$ cat src/rtl/uart_seq_pkg.sv
// Shared definitions for the UART operand sequencer.
// Optional feature macro: UART_SEQ_TIMEOUT_EN widens the shared timer to 32 bits
// so it can also time out a missing second operand byte.
package uart_seq_pkg;

    typedef enum logic [2:0] {
        ST_IDLE   = 3'd0,
        ST_WAIT2  = 3'd1,
        ST_RAISE  = 3'd2,
        ST_SETTLE = 3'd3,
        ST_SEND   = 3'd4,
        ST_DRAIN  = 3'd5
    } seq_state_e;

    localparam logic FLAG_OP1 = 1'b0;
    localparam logic FLAG_OP2 = 1'b1;

`ifdef UART_SEQ_TIMEOUT_EN
    localparam int unsigned TMR_W = 32;
`else
    localparam int unsigned TMR_W = 4;
`endif

    // The timer reports terminal count while holding zero, so a wait of N
    // cycles is loaded as N-1. A zero wait still costs the one entry cycle.
    function automatic logic [TMR_W-1:0] settle_load(input logic [3:0] settle);
        logic [TMR_W-1:0] val;
        val = '0;
        if (settle != 4'd0) begin
            val = TMR_W'(settle - 4'd1);
        end
        return val;
    endfunction

endpackage

$ cat src/rtl/uart_seq_timer.sv
// Loadable down-counter with terminal-count flag. Holds at zero (no wrap).
// Shared by the result settle wait and, with UART_SEQ_TIMEOUT_EN, the
// second-operand timeout.
module uart_seq_timer #(
    parameter int unsigned W = 4
) (
    input  logic         clk_i,
    input  logic         rst_n_i,
    input  logic         load_i,
    input  logic [W-1:0] load_val_i,
    input  logic         dec_i,
    output logic         tc_o
);

    logic [W-1:0] cnt_q, cnt_d;

    // Load has priority over decrement; decrement stops at zero.
    always_comb begin
        cnt_d = cnt_q;
        if (load_i) begin
            cnt_d = load_val_i;
        end else if (dec_i && (cnt_q != '0)) begin
            cnt_d = cnt_q - W'(1);
        end
    end

    // Counter register.
    always_ff @(posedge clk_i or negedge rst_n_i) begin
        if (!rst_n_i) begin
            cnt_q <= '0;
        end else begin
            cnt_q <= cnt_d;
        end
    end

    assign tc_o = (cnt_q == '0);

endmodule

$ cat src/rtl/uart_operand_sequencer.sv
// UART operand sequencer: collects two operand bytes from the UART receiver,
// writes them into the register file, raises irq, waits for the handler's
// clear and sends the result byte through the UART transmitter.
// Optional feature macro: UART_SEQ_TIMEOUT_EN (abort a sequence whose second
// operand byte does not arrive within TIMEOUT_CYCLES).
//
// state     | meaning
// ----------+-------------------------------------------------------------
// ST_IDLE   | waiting for operand 1
// ST_WAIT2  | operand 1 written, waiting for operand 2
// ST_RAISE  | both operands written, irq held until irq_clear
// ST_SETTLE | letting the handler's result settle before sampling it
// ST_SEND   | result latched, waiting for the transmitter to go idle
// ST_DRAIN  | tx_start issued, waiting for the transmission to finish
module uart_operand_sequencer
    import uart_seq_pkg::*;
#(
    parameter logic [31:0] TIMEOUT_CYCLES = 32'd5_000_000,
    parameter logic [3:0]  TX_SETTLE      = 4'd2
) (
    input  logic       clk_i,
    input  logic       rst_n_i,
    input  logic       rx_valid_i,
    input  logic [7:0] rx_byte_i,
    input  logic       irq_clear_i,
    input  logic [7:0] result_data_i,
    input  logic       tx_busy_i,
    output logic       uart_signal_o,
    output logic       uart_flag_o,
    output logic [7:0] uart_rx_data_o,
    output logic       irq_o,
    output logic       tx_start_o,
    output logic [7:0] tx_data_o,
    output logic       overrun_o
);

    seq_state_e state_q, state_d;

    logic       sig_q, sig_d;
    logic       flag_q, flag_d;
    logic [7:0] rxd_q, rxd_d;
    logic       irq_q, irq_d;
    logic       txs_q, txs_d;
    logic [7:0] txd_q, txd_d;
    logic       ovr_q, ovr_d;
    logic       seen_busy_q, seen_busy_d;
    logic       drain_low_q, drain_low_d;

    logic             tmr_load;
    logic [TMR_W-1:0] tmr_val;
    logic             tmr_dec;
    logic             tmr_tc;

    uart_seq_timer #(
        .W (TMR_W)
    ) u_timer (
        .clk_i      (clk_i),
        .rst_n_i    (rst_n_i),
        .load_i     (tmr_load),
        .load_val_i (tmr_val),
        .dec_i      (tmr_dec),
        .tc_o       (tmr_tc)
    );

    // Next-state and registered-output logic for the sequence.
    always_comb begin
        state_d     = state_q;
        sig_d       = 1'b0;
        flag_d      = flag_q;
        rxd_d       = rxd_q;
        irq_d       = irq_q;
        txs_d       = 1'b0;
        txd_d       = txd_q;
        ovr_d       = ovr_q;
        seen_busy_d = seen_busy_q;
        drain_low_d = drain_low_q;
        tmr_load    = 1'b0;
        tmr_val     = settle_load(TX_SETTLE);
        tmr_dec     = 1'b0;

        // Any byte arriving after both operands are in is lost.
        if (rx_valid_i && (state_q inside {ST_RAISE, ST_SETTLE, ST_SEND, ST_DRAIN})) begin
            ovr_d = 1'b1;
        end

        case (state_q)
            ST_IDLE: begin
                if (rx_valid_i) begin
                    sig_d   = 1'b1;
                    flag_d  = FLAG_OP1;
                    rxd_d   = rx_byte_i;
                    state_d = ST_WAIT2;
`ifdef UART_SEQ_TIMEOUT_EN
                    tmr_load = 1'b1;
                    tmr_val  = TIMEOUT_CYCLES - 32'd1;
`endif
                end
            end

            ST_WAIT2: begin
                // A byte on the cycle right after the first strobe would
                // produce back-to-back strobes, so it is dropped as an overrun.
                if (rx_valid_i && !sig_q) begin
                    sig_d   = 1'b1;
                    flag_d  = FLAG_OP2;
                    rxd_d   = rx_byte_i;
                    state_d = ST_RAISE;
                end else begin
                    if (rx_valid_i) begin
                        ovr_d = 1'b1;
                    end
`ifdef UART_SEQ_TIMEOUT_EN
                    if (tmr_tc) begin
                        state_d = ST_IDLE;
                    end else begin
                        tmr_dec = 1'b1;
                    end
`endif
                end
            end

            ST_RAISE: begin
                if (irq_clear_i) begin
                    irq_d    = 1'b0;
                    state_d  = ST_SETTLE;
                    tmr_load = 1'b1;
                end else begin
                    irq_d = 1'b1;
                end
            end

            ST_SETTLE: begin
                // The last settle cycle samples the result and, if the
                // transmitter is free, starts it straight away.
                if (tmr_tc) begin
                    txd_d = result_data_i;
                    if (!tx_busy_i) begin
                        txs_d       = 1'b1;
                        seen_busy_d = 1'b0;
                        drain_low_d = 1'b0;
                        state_d     = ST_DRAIN;
                    end else begin
                        state_d = ST_SEND;
                    end
                end else begin
                    tmr_dec = 1'b1;
                end
            end

            ST_SEND: begin
                if (!tx_busy_i) begin
                    txs_d       = 1'b1;
                    seen_busy_d = 1'b0;
                    drain_low_d = 1'b0;
                    state_d     = ST_DRAIN;
                end
            end

            ST_DRAIN: begin
                // Done after a busy-then-idle transmitter, or after two idle
                // cycles if it never reports busy.
                if (tx_busy_i) begin
                    seen_busy_d = 1'b1;
                    drain_low_d = 1'b0;
                end else if (seen_busy_q || drain_low_q) begin
                    state_d = ST_IDLE;
                end else begin
                    drain_low_d = 1'b1;
                end
            end

            default: begin
                state_d = ST_IDLE;
                irq_d   = 1'b0;
            end
        endcase
    end

    // Sequence state and output registers.
    always_ff @(posedge clk_i or negedge rst_n_i) begin
        if (!rst_n_i) begin
            state_q     <= ST_IDLE;
            sig_q       <= 1'b0;
            flag_q      <= 1'b0;
            rxd_q       <= 8'h00;
            irq_q       <= 1'b0;
            txs_q       <= 1'b0;
            txd_q       <= 8'h00;
            ovr_q       <= 1'b0;
            seen_busy_q <= 1'b0;
            drain_low_q <= 1'b0;
        end else begin
            state_q     <= state_d;
            sig_q       <= sig_d;
            flag_q      <= flag_d;
            rxd_q       <= rxd_d;
            irq_q       <= irq_d;
            txs_q       <= txs_d;
            txd_q       <= txd_d;
            ovr_q       <= ovr_d;
            seen_busy_q <= seen_busy_d;
            drain_low_q <= drain_low_d;
        end
    end

    assign uart_signal_o  = sig_q;
    assign uart_flag_o    = flag_q;
    assign uart_rx_data_o = rxd_q;
    assign irq_o          = irq_q;
    assign tx_start_o     = txs_q;
    assign tx_data_o      = txd_q;
    assign overrun_o      = ovr_q;

endmodule

$ cat config.mk
export PLATFORM = sky130hd
export DESIGN_NAME = uart_operand_sequencer
export DESIGN_NICKNAME = d
export VERILOG_FILES = /design/src/rtl/uart_seq_pkg.sv /design/src/rtl/uart_seq_timer.sv /design/src/rtl/uart_operand_sequencer.sv
export SDC_FILE = /design/constraint.sdc
export NUM_CORES = 1
export LEC_CHECK = 0
export ABC_AREA = 1
export CAP_MARGIN = 30
export CORE_MARGIN = 10
export CORE_UTILIZATION = 41
export DETAILED_ROUTE_END_ITERATION = 8
export HOLD_SLACK_MARGIN = 0.1
export PLACE_DENSITY = 0.74
export SLEW_MARGIN = 5
export SYNTH_ARGS = -nofsm -noshare
export SYNTH_HDL_FRONTEND = slang
export SYNTH_SLANG_ARGS = --single-unit
$ cat constraint.sdc
create_clock -name clk_i -period 1.2 [get_ports clk_i]
set_input_delay 0.36 -clock clk_i [delete_from_list [all_inputs] [get_ports clk_i]]
set_output_delay 0.36 -clock clk_i [all_outputs]
set_load 0.05 [all_outputs]
After elaboration in Yosys (flattened, before gate mapping):

Index checks and enable logic that the tools add are counted.

* register bits: 30
* input port bits: 21
* output and inout bits: 21
* logic and storage cells: 86

* add/subtract/negate cells: 1
* equal/unequal tests: 14
* muxes and demuxes: 42
* reduce and logical (&&, ||, !) cells: 18

Operators by type and width (number)
* $mux 1: 23
* $mux 3: 7
* $pmux 3 s6: 1
* $mux 8: 2
* $pmux 8 s2: 1
* $ne 2x2->1 const B: 7
* $reduce_and 3->1: 3
* $mux 4: 2
* $pmux 1 s2: 4
* $reduce_bool 4->1: 2
* $reduce_and 7->1: 1
* $eq 3x2->1 const B: 2
* $eq 3x3->1 const B: 2
* $pmux 1 s3: 2
* $reduce_or 5->1: 1
* $logic_not 4->1: 1
* $reduce_bool 2->1: 2
* $sub 4x1->4 const B: 1
* $eq 3x1->1 const B: 1
* $logic_and 1x1->1: 3
* $logic_not 3->1: 1
* $ne 3x3->1 const B: 1
* $reduce_bool 3->1: 1
* $ne 2x1->1 const B: 1
* 3 further kinds: 3

Longest topological paths before layout:

* word-level depth: 7
* depth in mapped cells: 8
* depth with buffers taken out: 8

Modules after synthesis:

A second synthesis with hierarchy kept.

* cell total of the unflattened synthesis: 184
* area, all modules: 1480.2 µm²

By module, submodules not included
* uart_operand_sequencer: times used 1, cells each 138, area an instance 1184.9 µm²
* uart_seq_timer: times used 1, cells each 46, area an instance 295.3 µm²

Worst setup path after synthesis:

Ideal clock, no wire load.

* path kind: flip-flop to flip-flop
* start: register u_timer.cnt_q[0]
* end: register txd_q[0] (netlist: tx_data_o[0])
* setup time: 0.119 ns
* arrival time: 1.213 ns
* slack: -0.133 ns
* cell stages (with the launch flop): 8
* buffers on the path: 0
* cells stage by stage: dfrtp_1 inv_1 ha_1 nand3_1 nor2_4 inv_1 nand2_1 nand2_1

* longest elaborated chain between the ends: 2

Ends and longest elaborated chain
* from (decl): line uart_seq_timer.sv:15 `logic [W-1:0] cnt_q, cnt_d;`
* from (signal assigned): line uart_seq_timer.sv:32 `cnt_q <= cnt_d;`
* $logic_not 4->1: line uart_seq_timer.sv:36 `assign tc_o = (cnt_q == '0);`
* $reduce_and 2->1 (no line)
* to (signal assigned): line uart_operand_sequencer.sv:199 `txd_q <= txd_d;`
* to (decl): line uart_operand_sequencer.sv:44 `logic [7:0] txd_q, txd_d;`

No other way between the ends.
A chain may end at the register's enable or synchronous reset.

Worst setup path after layout:

* start: register sig_q (netlist: uart_signal_o)
* end: output uart_signal_o

RTL lines
* from (decl): line uart_operand_sequencer.sv:39 `logic sig_q, sig_d;`
* from (signal assigned): line uart_operand_sequencer.sv:194 `sig_q <= sig_d;`
* to (decl): line uart_operand_sequencer.sv:28 `output logic uart_signal_o,`

No word-level cell between the ends.

==> results <==
path summary, 6_finish.rpt:
path,endpoint,slack (ns),cells after the start
worst max register to register,state_q[1],-0.13,7
worst min-delay path,overrun_o,0.34,3
worst min register to register,seen_busy_q,0.52,2
worst max-delay path,uart_signal_o,-0.15,2
min in group asynchronous,tx_data_o[2],0.38,2
max in group asynchronous,state_q[0],0.61,2
cells by family (layout without fill, tap and decap cells):
group | count (synthesis) | count (layout) | share of synthesized area [%]
AND/OR/NAND/NOR | 98 | 101 | 30.6
flip-flops | 30 | 30 | 53.7
buffers and inverters | 21 | 105 | 6.18
AO/OA/AOI/OAI | 20 | 20 | 7.34
XOR/XNOR | 2 | 2 | 1.25
adder cells (fa/ha/maj) | 1 | 1 | 0.895
power by group:
group,internal (mW),switching [mW]
clock,0.485,0.358
sequential,1.49,0.529
combinational,2.69,3.08
total,4.66,3.97
state kept, by name, summed over array words and instances, names as in the netlist:
name,cells
tx_data_o,8
uart_rx_data_o,8
u_timer.cnt_q,4
state_q,3
drain_low_q,1
irq_o,1
overrun_o,1
seen_busy_q,1
tx_start_o,1
uart_flag_o,1
uart_signal_o,1
per-stage QoR:
stage / hold slack, ns / cell area, um^2 / cells / power, mW
floorplan: 0.0644 / 1410 / 172 / 4.19
detailed placement: 0.489 / 2220 / 276 / 6.36
finish: 0.339 / 2740 / 305 / 8.63
CTS: 0.386 / 2550 / 295 / 7.93
global route: 0.360 / 2740 / 305 / 9.11
global placement: 0.477 / 2220 / 276 / 6.27
repair_timing:
item,4_1_cts,5_1_grt
gates cloned,3,0
endpoints found under the setup margin,49,51
pin swaps,18,28
resized for setup,47,31
buffers inserted,9,11
layer usage:
| layer | GRT usage, % | vias up | part of all wire [%] |
|---|---|---|---|
| li1 | - | 722 | - |
| met1 | 16.4 | 712 | 40 |
| met2 | 26.6 | 46 | 52 |
| met3 | 4.44 | 8 | 5.3 |
| met4 | 6.09 | 0 | 2.2 |
| met5 | 0 | - | 0 |
critical path: stages, from the launching register on:
cell and delay, ns:
dfrtp_2 0.42, buf_6 0.12, buf_12 0.13
final cells by class:
class	instances	area, um^2
Multi-Input combinational cell	124	813
Clock buffer	6	51.3
Timing Repair Buffer	78	947
Fill cell	179	571
Tap cell	46	57.6
Clock inverter	1	30.0
Sequential cell	30	756
Inverter	20	85.1
cell usage in the layout, fill, tap and decap left out, types with 9 or more instances in the layout:
cell type	count
nand2_1	53
clkdlybuf4s50_1	19
o21ai_1	13
buf_4	27
dfrtp_1	26
nand2_2	13
inv_1	10
nor2_4	9
buf_12	22
buf_6	9
==> impl_metrics.json <==
{
  "worstHoldPathType": "in2reg",
  "gp_congestion": 0.813,
  "cts_tree": "yes",
  "path_clk_slew_ns": 0.08,
  "ys.flop_type": "dfrtp_1",
  "seq_area_frac_synth_pct": 53.7,
  "setup-tns-final_ns": -3.37,
  "final_core_util_pct": 82.8,
  "async_flop_share_pct": 100,
  "cp-end-kind": "primary output",
  "max_freq_mhz": 741,
  "clockBufferDepth": 2,
  "cap_viol_max_count": 0,
  "failed_checks": "setup timing",
  "ys_warn_count": 0,
  "netlist_area_mm2": 0.00140,
  "drt-pass1-iter-count": 4,
  "fin_ws_ns": -0.150,
  "clk_latency_ns": 0.34,
  "num-nets-final": 281,
  "cp.arrival_ns": 0.99,
  "synthTopCellsByCount": "67 x nand2_1, 30 x dfrtp_1, 17 x inv_1",
  "die_h_um": 78.4,
  "r2r-start": "state_q[2]",
  "place_ws_ns": -0.435,
  "routed_wl_um": 4720,
  "grt.overflow.total": 0,
  "yosysTopAreaCell": "dfrtp_1",
  "grt_pass1_wl_um": 7530,
  "grt_start_max_net_pins": 31,
  "grt_usage_pct": 15.0,
  "dp_hpwl_um": 2750,
  "antenna_found_initial": 0,
  "min_from": "rx_valid_i",
  "cp-start-kind": "register",
  "coreArea_mm2": 0.00331,
  "period_share_pct": 112,
  "synthTopCellsByArea": "dfrtp_1 54%, nand2_1 18%, o21ai_0 5.7%",
  "die_area_mm2": 0.00614,
  "cts_hold_buf": 0,
  "synth_top_area_share_pct": 53.7,
  "pin_count": 42,
  "hold_viol_final": 0,
  "cts_made_buffers": 5,
  "p_leak_nw": 1.34,
  "floorplan.initialDensity_pct": 42.2,
  "drc": 0,
  "drt-wirelength-per-cell_um": 15.5,
  "min_period_ns": 1.35,
  "synth_most_common_cell": "nand2_1",
  "synthDistinctLibCells": 19,
  "synth_edf_count": 0,
  "synth_seq_cells": 30,
  "drive_above_1_share_pct": 47.9,
  "insertedDiodeCount": 0,
  "area_growth_pct": 96.1,
  "vias_per_cell": 4.88,
  "worst_pin_slew_ns": 0.206,
  "ant_nets": 0,
  "status": "finished with violations",
  "cp-startpoint": "uart_signal_o",
  "first_iter_violations": 92,
  "skew_ns": 0.0224,
  "p_per_area_mw_per_mm2": 3150,
  "vdd_drop_max_mv": 2.11,
  "relSlewSlack_pct": 86.1,
  "synth_fp_nets": 194,
  "rows": 21,
  "critPathKind": "reg2out",
  "setup_viol": 48,
  "cp_max_fo": 2,
  "synthCells": 172,
  "vias": 1488,
  "slew_viol_final": 0,
  "cp.required_ns": 0.84,
  "port_buffers": 41,
  "rsz0062_at_grt": "true",
  "cts.sinks": 30,
  "h-tree-depth": 2,
  "cts_root_buf": "clkbuf_4",
  "syn-mean-instance-area_um2": 8.13,
  "fp.dieW_um": 78.4,
  "grt_pass1_vias": 1555
}
Power figures use the tool's default switching activity.
